**config.mk**
```make
export PLATFORM = sky130hd
export DESIGN_NAME = tiny_cpu_core
export DESIGN_NICKNAME = d
export VERILOG_FILES = /design/src/rtl/tiny_cpu_pkg.sv /design/src/rtl/tiny_cpu_alu.sv /design/src/rtl/tiny_cpu_core.sv
export SDC_FILE = /design/constraint.sdc
export NUM_CORES = 1
export LEC_CHECK = 0
export BUFFER_PORTS_ARGS = -buffer_cell sky130_fd_sc_hd__buf_2
export CAP_MARGIN = 20
export CORE_AREA = 2 2 129 131
export CTS_CLUSTER_DIAMETER = 40
export DETAILED_ROUTE_END_ITERATION = 10
export DIE_AREA = 0 0 131 133
export SYNTH_ARGS = -nofsm -noshare
export SYNTH_HDL_FRONTEND = slang
export SYNTH_SLANG_ARGS = --single-unit
```
**constraint.sdc**
```tcl
create_clock -name clk -period 3.8 [get_ports clk]
set_clock_uncertainty 0.2 [all_clocks]
set_input_delay 0.57 -clock clk [delete_from_list [all_inputs] [get_ports clk]]
set_output_delay 0.57 -clock clk [all_outputs]
set_load 0.02 [all_outputs]
```
**src/rtl/tiny_cpu_pkg.sv**
```systemverilog
// Shared definitions for the tiny accumulator CPU: opcodes, FSM states and default sizes.
package tiny_cpu_pkg;

  localparam int DEF_DW    = 8;
  localparam int DEF_PCW   = 8;
  localparam int DEF_NREGS = 4;

  typedef enum logic [3:0] {
    OP_NOP  = 4'h0,
    OP_LDI  = 4'h1,
    OP_ADD  = 4'h2,
    OP_SUB  = 4'h3,
    OP_AND  = 4'h4,
    OP_OR   = 4'h5,
    OP_XOR  = 4'h6,
    OP_ST   = 4'h7,
    OP_LD   = 4'h8,
    OP_ADDI = 4'h9,
    OP_JMP  = 4'hA,
    OP_JZ   = 4'hB,
    OP_JC   = 4'hC,
    OP_IN   = 4'hD,
    OP_OUT  = 4'hE,
    OP_HALT = 4'hF
  } opcode_t;

  typedef enum logic [2:0] {
    S_FETCH,
    S_EXEC,
    S_INWAIT,
    S_OUTWAIT,
    S_HALT
  } state_t;

endpackage

```
**src/rtl/tiny_cpu_alu.sv**
```systemverilog
// Combinational ALU: result, zero flag, carry/borrow and write enables for acc and C.
// Shift operations on opcode 0 exist only when TINY_CPU_SHIFT_EN is defined.
module tiny_cpu_alu
  import tiny_cpu_pkg::*;
#(
  parameter int DW = DEF_DW
) (
  input  opcode_t         op,
  input  logic [DW-1:0]   acc,
  input  logic [DW-1:0]   imm,
  input  logic [DW-1:0]   rval,
  output logic [DW-1:0]   result,
  output logic            z,
  output logic            c,
  output logic            acc_we,
  output logic            c_we
);

  logic [DW:0] sum;

  always_comb begin
    sum    = '0;
    result = acc;
    c      = 1'b0;
    acc_we = 1'b0;
    c_we   = 1'b0;
    case (op)
      OP_LDI:  begin result = imm; acc_we = 1'b1; end
      OP_ADD:  begin
        sum = {1'b0, acc} + {1'b0, rval};
        result = sum[DW-1:0]; c = sum[DW]; acc_we = 1'b1; c_we = 1'b1;
      end
      // the extra top bit of the difference is the borrow (acc < R)
      OP_SUB:  begin
        sum = {1'b0, acc} - {1'b0, rval};
        result = sum[DW-1:0]; c = sum[DW]; acc_we = 1'b1; c_we = 1'b1;
      end
      OP_AND:  begin result = acc & rval; acc_we = 1'b1; end
      OP_OR:   begin result = acc | rval; acc_we = 1'b1; end
      OP_XOR:  begin result = acc ^ rval; acc_we = 1'b1; end
      OP_LD:   begin result = rval; acc_we = 1'b1; end
      OP_ADDI: begin
        sum = {1'b0, acc} + {1'b0, imm};
        result = sum[DW-1:0]; c = sum[DW]; acc_we = 1'b1; c_we = 1'b1;
      end
`ifdef TINY_CPU_SHIFT_EN
      OP_NOP:  begin
        if (imm[1:0] == 2'b01) begin
          result = {acc[DW-2:0], 1'b0}; c = acc[DW-1]; acc_we = 1'b1; c_we = 1'b1;
        end else if (imm[1:0] == 2'b10) begin
          result = {1'b0, acc[DW-1:1]}; c = acc[0]; acc_we = 1'b1; c_we = 1'b1;
        end
      end
`endif
      default: ;
    endcase
  end

  assign z = (result == '0);

endmodule

```
**src/rtl/tiny_cpu_core.sv**
```systemverilog
// Tiny accumulator CPU with fetch, input and output handshakes.
// Optional shifter on opcode 0 enabled by defining TINY_CPU_SHIFT_EN.
module tiny_cpu_core
  import tiny_cpu_pkg::*;
#(
  parameter int DW    = DEF_DW,
  parameter int PCW   = DEF_PCW,
  parameter int NREGS = DEF_NREGS
) (
  input  logic            clk,
  input  logic            rst_n,
  input  logic            ena,
  output logic            imem_req,
  output logic [PCW-1:0]  imem_addr,
  input  logic            imem_ack,
  input  logic [DW+3:0]   imem_data,
  input  logic [DW-1:0]   in_data,
  input  logic            in_valid,
  output logic            in_ready,
  output logic [DW-1:0]   out_data,
  output logic            out_valid,
  input  logic            out_ready,
  output logic            halted
);

  localparam int RW = $clog2(NREGS);

  state_t          state_reg;
  logic [PCW-1:0]  pc_reg;
  logic [DW-1:0]   acc_reg;
  logic            z_reg;
  logic            c_reg;
  logic [DW+3:0]   instr_reg;
  logic [DW-1:0]   regs_reg [NREGS];
  logic            imem_req_reg;
  logic            in_ready_reg;
  logic            out_valid_reg;
  logic [DW-1:0]   out_data_reg;
  logic            halted_reg;

  opcode_t         op;
  logic [DW-1:0]   operand;
  logic [RW-1:0]   ridx;
  logic [DW-1:0]   alu_result;
  logic            alu_z, alu_c, alu_acc_we, alu_c_we;
  logic            take_jump;
  logic            st_en;
  logic [NREGS-1:0] reg_we;
  logic [PCW-1:0]  pc_next;

  assign op      = opcode_t'(instr_reg[DW+3:DW]);
  assign operand = instr_reg[DW-1:0];
  assign ridx    = operand[RW-1:0];

  tiny_cpu_alu #(.DW(DW)) u_alu (
    .op     (op),
    .acc    (acc_reg),
    .imm    (operand),
    .rval   (regs_reg[ridx]),
    .result (alu_result),
    .z      (alu_z),
    .c      (alu_c),
    .acc_we (alu_acc_we),
    .c_we   (alu_c_we)
  );

  always_comb begin
    take_jump = 1'b0;
    case (op)
      OP_JMP:  take_jump = 1'b1;
      OP_JZ:   take_jump = z_reg;
      OP_JC:   take_jump = c_reg;
      default: take_jump = 1'b0;
    endcase
  end

  assign pc_next = take_jump ? operand[PCW-1:0] : pc_reg + PCW'(1);
  assign st_en   = ena && (state_reg == S_EXEC) && (op == OP_ST);

  for (genvar gi = 0; gi < NREGS; gi++) begin : g_reg_we
    assign reg_we[gi] = st_en && (ridx == RW'(gi));
  end

  always_ff @(posedge clk) begin
    for (int i = 0; i < NREGS; i++) begin
      if (!rst_n)
        regs_reg[i] <= '0;
      else if (reg_we[i])
        regs_reg[i] <= acc_reg;
    end
  end

  always_ff @(posedge clk) begin
    if (!rst_n) begin
      state_reg     <= S_FETCH;
      pc_reg        <= '0;
      acc_reg       <= '0;
      z_reg         <= 1'b0;
      c_reg         <= 1'b0;
      instr_reg     <= '0;
      imem_req_reg  <= 1'b0;
      in_ready_reg  <= 1'b0;
      out_valid_reg <= 1'b0;
      out_data_reg  <= '0;
      halted_reg    <= 1'b0;
    end else if (ena) begin
      case (state_reg)
        S_FETCH: begin
          imem_req_reg <= 1'b1;
          // an ack only counts once the request is actually visible on the bus
          if (imem_req_reg && imem_ack) begin
            instr_reg    <= imem_data;
            imem_req_reg <= 1'b0;
            state_reg    <= S_EXEC;
          end
        end
        S_EXEC: begin
          pc_reg <= pc_next;
          if (alu_acc_we) begin
            acc_reg <= alu_result;
            z_reg   <= alu_z;
          end
          if (alu_c_we)
            c_reg <= alu_c;
          case (op)
            OP_IN: begin
              state_reg    <= S_INWAIT;
              in_ready_reg <= 1'b1;
            end
            OP_OUT: begin
              state_reg     <= S_OUTWAIT;
              out_valid_reg <= 1'b1;
              out_data_reg  <= acc_reg;
            end
            OP_HALT: begin
              state_reg  <= S_HALT;
              halted_reg <= 1'b1;
            end
            default: begin
              state_reg    <= S_FETCH;
              imem_req_reg <= 1'b1;
            end
          endcase
        end
        S_INWAIT: begin
          if (in_valid) begin
            acc_reg      <= in_data;
            z_reg        <= (in_data == '0);
            in_ready_reg <= 1'b0;
            imem_req_reg <= 1'b1;
            state_reg    <= S_FETCH;
          end
        end
        S_OUTWAIT: begin
          if (out_ready) begin
            out_valid_reg <= 1'b0;
            imem_req_reg  <= 1'b1;
            state_reg     <= S_FETCH;
          end
        end
        S_HALT: ;
        default: state_reg <= S_FETCH;
      endcase
    end
  end

  assign imem_req  = imem_req_reg;
  assign imem_addr = pc_reg;
  assign in_ready  = in_ready_reg;
  assign out_valid = out_valid_reg;
  assign out_data  = out_data_reg;
  assign halted    = halted_reg;

endmodule

```
==> results.json <==
{
  "ant_nets": 0,
  "power.total_mw": 2.04,
  "synthTopCellsByCount": "49 x nor3_1, 47 x dfxtp_1, 47 x nor2_1, 43 x a21oi_1, 37 x o21ai_0",
  "synth_edf_count": 32,
  "status": "finished clean",
  "initial_utilization_pct": 33.8,
  "synth-async-reset-ratio_pct": 0,
  "cp_max_fo": 7,
  "p_leak_nw": 2.45,
  "fin_cells": 885,
  "synth.yosys.warnings": 0,
  "drtIter0Drc": 386,
  "die_y_um": 133,
  "ios": 46,
  "route.detailed.drc": 0,
  "mappedNetlistArea_um2": 5470,
  "cp.arrival_ns": 3.68,
  "grt_overflow": 0,
  "synth_cells": 618,
  "cts_root_buf": "clkbuf_16",
  "postCtsSetupBuffers": 0,
  "final_util_pct": 39.1,
  "fp.dieW_um": 131,
  "tightest_slew_ns": 1.14,
  "io_buffer_count": 45,
  "power.density_nw_per_um2": 323,
  "ys_top_cells_by_area": "edfxtp_1 18%, dfxtp_1 17%, ha_1 7.8%",
  "fp-row-count": 47,
  "dr.pass1.iters": 5,
  "drive_above_1_share_pct": 16.4,
  "maxCapViolCount": 0,
  "slew_headroom_pct": 23.8,
  "grt_pass1_wl_mm": 26.2,
  "worstSetupPathType": "flip-flop to flip-flop",
  "diodes": 0,
  "cpMostUsedCell": "buf_4",
  "crit_buf_inv": 3,
  "syn-mean-instance-area_um2": 8.85,
  "synth_nets": 681,
  "clkTransAtPathRegs_ns": 0.07,
  "fin_hold_ws_ns": 0.268,
  "finalCriticalPeriod_ns": 3.63,
  "tritoncts": "yes",
  "fmax_ghz": 0.275,
  "num_vias": 4945,
  "hold_path.class": "input port to flip-flop",
  "crit_chain": "buf_4, mux4_2, inv_1, ha_1, a21o_1, a21oi_1, o221ai_1, a2111oi_1, buf_4, o31ai_1, and2_1",
  "place_congestion": 0.918,
  "yosysSeqAreaShare_pct": 34.8,
  "placed_cells": 869,
  "dieArea_um2": 17400,
  "grt_max_degree": 44,
  "cp-end-kind": "flip-flop",
  "clkLatencyLatePin_ns": 0.35,
  "drt_wl_total_mm": 16.3,
  "cts_buffers": 9,
  "finalSetupViolations": 0,
  "grt_pass1_vias": 4786,
  "wl_per_cell_um": 18.4,
  "synth_most_common_cell": "nor3_1",
  "htreeDepth": 3,
  "clock_path_buffers": 2,
  "synth_top_area_share_pct": 17.6,
  "cts_sinks": 79,
  "synth_area_leader_cell": "edfxtp_1",
  "period_share_pct": 95.6,
  "grt_setup_unrepaired": "false",
  "cp.required_ns": 3.84,
  "largest_register_ffs": 32,
  "dp_hpwl_mm": 12.3,
  "cp_slowest_cell": "mux4_2",
  "yosys_register_bits": 79,
  "grt_use_total_pct": 19.6,
  "viasPerCell": 5.59,
  "yosys_most_used_dff": "dfxtp_1",
  "crit_path_max_incr_delay_ns": 0.56,
  "hold_violations": 0,
  "antenna_found_initial": 0,
  "fin_setup_tns_ns": 0,
  "ir_drop_uv": 266,
  "maxSlewViolCount": 0,
  "startpoint_type": "flip-flop",
  "synth.distinct_cells": 73,
  "num-nets-final": 723,
  "syn_to_final_growth_pct": 15.5,
  "path_delay_family": "compound AO/OA/AOI/OAI gates",
  "coreArea_um2": 16200
}
[per-layer routing]
layer	up-vias	GRT usage (%)	wire, µm
li1	2366	-	-
met1	2369	27.4	7550
met2	175	29.5	7390
met3	35	3.40	851
met4	0	8.33	535
met5	-	0	0
[cells by family after synthesis]
| family | count (synthesis) | share of synthesized area (%) |
|---|---|---|
| muxes | 29 | 7.41 |
| AOI/OAI and AO/OA | 165 | 20.4 |
| and+or+nand+nor | 234 | 22.8 |
| DFF | 79 | 34.8 |
| xor gates and xnor gates | 4 | 0.641 |
| adders and majority gates | 37 | 8.87 |
| buffers and inverters | 70 | 5.15 |
[layout make-up]
cell class	instances	area, µm²
inverters	32	120
clock buffers	9	225
fillers	1626	9860
well taps	220	275
multi-input cells	469	3290
repair buffers	69	418
flip-flops and latches	79	1900
clock inverters	7	87.6
[worst paths after layout]
check / start / end / slack (ns) / cells past startpoint
hold reg to reg: halted / halted / 0.28 / 1
setup / recovery: flip-flop / acc_reg[3] / 0.17 / 11
hold / removal: imem_data[2] / instr_reg[2] / 0.27 / 3
setup reg to reg: flip-flop / acc_reg[3] / 0.17 / 11
[cells in the final DEF (no fill, tap or decap), types with 9 or more instances in the layout]
cell	netlist	routed
nor3_1	49	49
nand3_1	14	14
buf_4	2	23
inv_1	28	28
nor2b_1	33	33
a21o_1	9	9
o21a_1	9	9
mux4_2	9	9
a21oi_1	43	43
clkbuf_16	0	9
ha_1	34	34
nand2b_1	12	12
edfxtp_1	32	32
nand2_1	34	34
dfxtp_1	47	47
mux2i_1	18	18
and2_1	13	13
o21ai_0	37	37
nor2_1	47	47
buf_2	9	45
[what timing repair did]
item                                    4_1_cts  5_1_grt
hold endpoints to repair                      0        0
resized for setup                             0        1
hold buffers                                  0        0
endpoints found under the setup margin        0        1
[worst reg2reg max path, stage by stage (launching register included)]
cell and delay [ns]:
dfxtp_1 0.35, buf_4 0.20, mux4_2 0.56, inv_1 0.18, ha_1 0.30, a21o_1 0.23, a21oi_1 0.25, o221ai_1 0.24
a2111oi_1 0.56, buf_4 0.21, o31ai_1 0.05, and2_1 0.20
[stage by stage]
| step | setup slack, ns | area [µm²] |
|---|---|---|
| 3_3_place_gp | 0.229 | 6000 |
| 5_1_grt | 0.0173 | 6320 |
| 6_report | 0.169 | 6320 |
| 3_5_place_dp | 0.223 | 6000 |
| 2_1_floorplan | 0.395 | 5470 |
| 4_1_cts | 0.185 | 6310 |
[power by group]
group,total (mW),leakage (nW),switching (mW),internal [mW]
clock network,0.912,0.154,0.387,0.525
registers,0.914,0.710,0.0160,0.898
logic,0.211,1.58,0.126,0.0851
total,2.04,2.45,0.529,1.51
Power figures use the tool's default switching activity.
